File: src/rtl/nandy_pkg.sv
// Shared constants for the Nandy 8-bit CPU control path: instruction field
// positions, ALU opcodes and idle levels of the active-low strobe bus.
package nandy_pkg;

    localparam int unsigned BIT_RS0 = 0;
    localparam int unsigned BIT_CLI = 1;
    localparam int unsigned BIT_LJR = 2;
    localparam int unsigned BIT_WR  = 3;
    localparam int unsigned BIT_S   = 4;
    localparam int unsigned BIT_Y   = 5;
    localparam int unsigned BIT_G6  = 6;
    localparam int unsigned BIT_G7  = 7;

    localparam logic [3:0] ALU_PASS    = 4'h0;
    localparam logic [3:0] ALU_DEFAULT = 4'h8;
    localparam logic [7:0] NSIG_IDLE   = 8'hFF;

endpackage

File: src/rtl/onehot_dec3to8.sv
// 3-to-8 one-hot decoder with enable; all zeros when disabled.
// Latency 0 (combinational); no handshake.
module onehot_dec3to8 (
    input  logic       en,
    input  logic [2:0] sel,
    output logic [7:0] oneHot
);

    always_comb begin
        oneHot = '0;
        if (en) begin
            oneHot[sel] = 1'b1;
        end
    end

endmodule

File: src/rtl/control_decoder.sv
// Nandy CPU instruction decoder: inst/cycle/carry -> datapath and bus strobes.
// Latency 0 (combinational); no backpressure, rst forces every output idle.
module control_decoder
    import nandy_pkg::*;
(
    input  logic       clk,
    input  logic       rst,
    input  logic [7:0] inst,
    input  logic       cycle,
    input  logic       carry,
    output logic       M,
    output logic       S,
    output logic       J,
    output logic       LJ,
    output logic       nCLI,
    output logic       nLJR,
    output logic       MW,
    output logic       MC,
    output logic       RD,
    output logic       WR,
    output logic       Y,
    output logic [1:0] RS,
    output logic       WA,
    output logic       nISP,
    output logic       WC,
    output logic [3:0] ALU,
    output logic [7:0] nSIG
);

    // Clock is part of the uniform block interface only; decode never samples it.
    logic unusedClk;
    assign unusedClk = clk;

    logic i7, i6, i5, i4, i3, i2, i1;
    assign i7 = inst[BIT_G7];
    assign i6 = inst[BIT_G6];
    assign i5 = inst[BIT_Y];
    assign i4 = inst[BIT_S];
    assign i3 = inst[BIT_WR];
    assign i2 = inst[BIT_LJR];
    assign i1 = inst[BIT_CLI];

    logic zGroup, spGroup, aluWrite;
    assign zGroup   = ~i7 & ~i6 & ~i5;
    assign spGroup  = ~i7 & ~i6 & i5;
    assign aluWrite = (i6 & ~i7) | (cycle & i6 & ~i5);

    logic memDec, jmpDec, longDec, rdDec, wrDec, waDec, wcDec, sigEn;
    logic [3:0] aluDec;
    logic [7:0] sigOneHot;

    assign memDec  = i7 & ~i6 & cycle;
    // i4 turns the jump into "jump if carry clear".
    assign jmpDec  = i7 & i6 & i5 & cycle & ~(carry & i4);
    assign longDec = zGroup & i4 & ~i3;
    assign rdDec   = zGroup & ~i4 & i2;
    assign wrDec   = zGroup & ~i4 & i3;
    assign waDec   = (memDec & ~i5) | (aluWrite & ~(i4 & ~i3));
    assign wcDec   = (aluWrite | spGroup) & i4;
    assign aluDec  = i6 ? inst[3:0] : (i7 ? ALU_PASS : ALU_DEFAULT);
    assign sigEn   = zGroup & i4 & i3;

    onehot_dec3to8 u_sigDec (
        .en     (sigEn),
        .sel    (inst[2:0]),
        .oneHot (sigOneHot)
    );

    assign M    = rst ? 1'b0 : memDec;
    assign S    = rst ? 1'b0 : i4;
    assign Y    = rst ? 1'b0 : i5;
    assign RS   = rst ? 2'b00 : inst[BIT_RS0 +: 2];
    assign J    = rst ? 1'b0 : jmpDec;
    assign LJ   = rst ? 1'b0 : longDec;
    assign nCLI = rst ? 1'b1 : ~(longDec & i1);
    assign nLJR = rst ? 1'b1 : ~(longDec & i2);
    assign MW   = rst ? 1'b0 : (memDec & i5);
    assign MC   = rst ? 1'b0 : (i7 & ~cycle);
    assign RD   = rst ? 1'b0 : rdDec;
    assign WR   = rst ? 1'b0 : wrDec;
    assign nISP = rst ? 1'b1 : ~spGroup;
    assign WA   = rst ? 1'b0 : waDec;
    assign WC   = rst ? 1'b0 : wcDec;
    assign ALU  = rst ? ALU_PASS : aluDec;
    assign nSIG = rst ? NSIG_IDLE : ~sigOneHot;

endmodule

File: config.mk
export PLATFORM = sky130hd
export DESIGN_NAME = control_decoder
export DESIGN_NICKNAME = d
export VERILOG_FILES = /design/src/rtl/nandy_pkg.sv /design/src/rtl/onehot_dec3to8.sv /design/src/rtl/control_decoder.sv
export SDC_FILE = /design/constraint.sdc
export NUM_CORES = 1
export LEC_CHECK = 0
export ABC_CLOCK_PERIOD_IN_PS = 3500
export CORE_AREA = 2 2 39 41
export DETAILED_ROUTE_END_ITERATION = 10
export DIE_AREA = 0 0 41 43
export DONT_BUFFER_PORTS = 1
export MAX_ROUTING_LAYER = met4
export PLACE_DENSITY = 0.46
export SYNTH_ARGS = -nofsm -noshare
export SYNTH_HDL_FRONTEND = slang
export SYNTH_SLANG_ARGS = --single-unit
export TNS_END_PERCENT = 20
File: constraint.sdc
create_clock -name vclk -period 3.5
set_clock_uncertainty 0.15 [all_clocks]
set_input_delay 0.7 -clock vclk [all_inputs]
set_output_delay 0.7 -clock vclk [all_outputs]
set_load 0.005 [all_outputs]
=== Yosys cells after proc, flatten, opt, wreduce, memory -nomap -nowiden ===
Cells that the tools add are included.

* Register bits: 0
* Bits of input ports: 12
* Output and inout port bits: 28
* Logic and storage cells: 67

* Order comparisons: 2
* Muxes and demuxes: 22
* Bitwise gates (word level): 42
* Reductions and logical operators: 1

{| class="wikitable"
|+ Operator list
! kind !! number
|-
| AND 1 bit || 27
|-
| 2-to-1 mux 8 bit || 2
|-
| 2-to-1 mux 1 bit || 15
|-
| 2-to-1 mux 4 bit || 3
|-
| inverter 1 bit || 11
|-
| inverter 8 bit || 1
|-
| < comparator 3 x 4 -> 1 bit (second input constant) || 1
|-
| demux 1 bit (select 3 bit) || 1
|-
| greater-or-equal comparator 3 x 1 -> 1 bit (second input constant) || 1
|-
| OR 1 bit || 3
|-
| 2-to-1 mux 2 bit || 1
|-
| logical AND 1 bit || 1
|}

=== Depth between registers and ports, before layout ===
* Depth in word-level cells: 8
* Depth in mapped cells: 3
* Gate-level depth less buffers: 2

=== Modules after synthesis ===
A second synthesis with hierarchy kept.

* Cell total of the unflattened synthesis: 55
* Area total of the unflattened synthesis: 450.4 um^2

{| class="wikitable"
|+ By module, submodules not included
! module !! times used !! cells each !! area an instance (um^2) !! seq. area each (um^2)
|-
| control_decoder || 1 || 47 || 355.3 || 0.0
|-
| onehot_dec3to8 || 1 || 8 || 95.1 || 0.0
|}

=== Worst setup path after synthesis ===
OpenSTA, ideal clock, no wires.

* Path type: in2out
* From: input port inst[7]
* To: output port LJ
* Data arrival time: 1338 ps
* Required time: 2650 ps
* Slack: 1312 ps
* Cell stages on the path: 3
* Path buffers: 1
* Cells stage by stage: buf_6 > nor4_4 > nor3b_2

* Cells in the longest elaborated chain, start to end: 6

{| class="wikitable"
|+ RTL lines
! item !! line !! RTL
|-
| start, declared || control_decoder.sv:8 || <nowiki>input logic [7:0] inst,</nowiki>
|-
| inverter 1 bit || control_decoder.sv:44 || <nowiki>assign zGroup = ~i7 & ~i6 & ~i5;</nowiki>
|-
| AND 1 bit (2 in a row) || control_decoder.sv:44 ||
|-
| AND 1 bit (2 in a row) || control_decoder.sv:55 || <nowiki>assign longDec = zGroup & i4 & ~i3;</nowiki>
|-
| 2-to-1 mux 1 bit || control_decoder.sv:74 || <nowiki>assign LJ = rst ? 1'b0 : longDec;</nowiki>
|-
| end, declared || control_decoder.sv:14 || <nowiki>output logic LJ,</nowiki>
|}

Every way passes these cells.

=== Final worst setup path ===
Ends and elaborated chain as after synthesis.

==> results.sh <==
export IMPL_hold_depth=1
export IMPL_antenna_left=0
export IMPL_critPathKind="in -> out"
export IMPL_vias_per_cell=5.90
export IMPL_drc_errors=0
export IMPL_dr_total_vias=372
export IMPL_fillers=164
export IMPL_synth_fp_nets=62
export IMPL_coreArea_sq_um=1380
export IMPL_synth_area_sq_um=397
export IMPL_die_area_sq_um=1760
export IMPL_nClkBuffers=0
export IMPL_fmax_mhz=472
export IMPL_period_minus_slack_ps=2120
export IMPL_path_depth=2
export IMPL_cp_buffers_inverters=0
export IMPL_routed_wl_um=1080
export IMPL_synthTopCellsByArea="nand3_1 (10%), nor3b_2 (9.5%), a2111oi_4 (6.9%)"
export IMPL_critPathMaxFanout=10
export IMPL_fin_tns_setup_ps=0
export IMPL_seq_cell_count=0
export IMPL_yosysTopAreaCell="nand3_1"
export IMPL_synth_common_cells="nand3_1 (8), and2_1 (4), nor2_1 (4), nor2b_1 (4)"
export IMPL_areaGrowthSynthToFinish_pct=-2.52
export IMPL_min_from="inst[3]"
export IMPL_final_cells=63
export IMPL_crit_family="simple AND/OR/NAND/NOR gates"
export IMPL_tightest_slew_ps=335
export IMPL_dr_pass1_iters=2
export IMPL_finalCritPeriodShare=0.606
export IMPL_final_cell_area_sq_um=387
export IMPL_gp_routability_congestion=0.679
export IMPL_cts_setup_buffers=0
export IMPL_num_nets_final=61
export IMPL_io_pins=40
export IMPL_grt_first_pass_wirelength_um=1480
export IMPL_path_cells="nor4_4 > nor3b_2"
export IMPL_synth_top_area_frac=0.101
export IMPL_post_cts_resized=0
export IMPL_synth_cells=50
export IMPL_maxSlewViolCount=0
export IMPL_std_cell_rows=14
export IMPL_seq_area_frac_synth=0
export IMPL_worstSetupEndpointType="output port"
export IMPL_finalPower_mw=0.0231
export IMPL_grt_setup_unrepaired="false"
export IMPL_n_antenna_cell=0
export IMPL_hp_class="in -> out"
export IMPL_avgSynthCellArea_sq_um=7.93
export IMPL_max_cap_violations=0
export IMPL_start_kind="input port"
export IMPL_outcome="complete, no violations"
export IMPL_grt_start_max_net_pins=17
export IMPL_powerDensity_nw_per_um2=59.8
export IMPL_synth_most_common_cell="nand3_1"
export IMPL_grt_pass1_vias=304
export IMPL_wire_per_inst_um=17.2
export IMPL_drive_above_1_share=0.191
export IMPL_crit_start="inst[7]"
export IMPL_multi_input_area_sq_um=363
export IMPL_yosys_warnings=0
export IMPL_cp_arrival_ps=1270
export IMPL_finalSetupViolations=0
export IMPL_cp_slowest_cell="nor4_4"
export IMPL_worst_path_largest_cell_delay_ps=320
export IMPL_overflow=0
export IMPL_place_inst=63
export IMPL_antenna_found_initial=0
export IMPL_vdd_drop_max_uv=15.9
export IMPL_ctsHoldBuffers=0
export IMPL_initialDrtViolationCount=5
export IMPL_io_buffers=0
export IMPL_grt_use_total=0.118
export IMPL_hold_viol_final=0
export IMPL_seqCellArea_sq_um=0
export IMPL_start_util=0.287
export IMPL_required_ps=2650
export IMPL_hold_ws_ps=1270
export IMPL_place_area_sq_um=387
export IMPL_p_leak_nw=0.127
export IMPL_max_slew_margin_rel=0.776
export IMPL_die_w_um=41
export IMPL_ys_types=24
export IMPL_die_height_um=43
layout make-up:
cell class | count | area share
multi-input combinational | 46 | 0.939
inverter | 1 | 0.00971
tap | 16 | 0.0518
final timing paths:
path	endpoint
worst min-delay path	LJ
worst max-delay path	LJ
placed cells by master, fill, tap and decap left out:
master	synthesis	final
and3_1	3	3
nor2b_1	4	4
and2_1	4	4
nand3_1	8	8
a2111oi_2	1	1
a21oi_1	1	1
nor2_1	4	4
nand2b_4	1	1
and3b_1	3	3
and4bb_1	1	1
nor4_4	1	1
nor3_1	1	1
and4_1	1	1
inv_1	1	1
and3_2	1	1
nor3b_1	1	1
nor3_4	1	1
or2_0	1	1
a2111oi_4	1	1
nor3b_2	3	3
nand2_1	3	3
nand4b_1	2	2
layer usage:
layer,global-route usage,up-vias,part of all wire
met1,0.165,175,0.43
li1,-,181,-
met3,0.0105,0,0.064
met4,0,0,0
met5,-,-,0
met2,0.191,16,0.50
power by group:
part	internal (mW)	leakage [nW]	total (mW)	switching, mW
Combinational	0.0122	0.127	0.0231	0.0109
Sequential	0	0	0	0
Clock	0	0	0	0
cell families after synthesis:
group | share of synthesized area
simple gates | 0.795
buf+inv | 0.0852
compound gates | 0.120
metrics by stage:
step	util	worst slack (ps)
after floorplan	-	1310
after global placement	0.279	1390
after detailed placement	0.279	1380
after CTS	0.279	1380
after global routing	0.279	1360
final	0.279	1380
No activity file was read; power rests on OpenSTA's default activity.
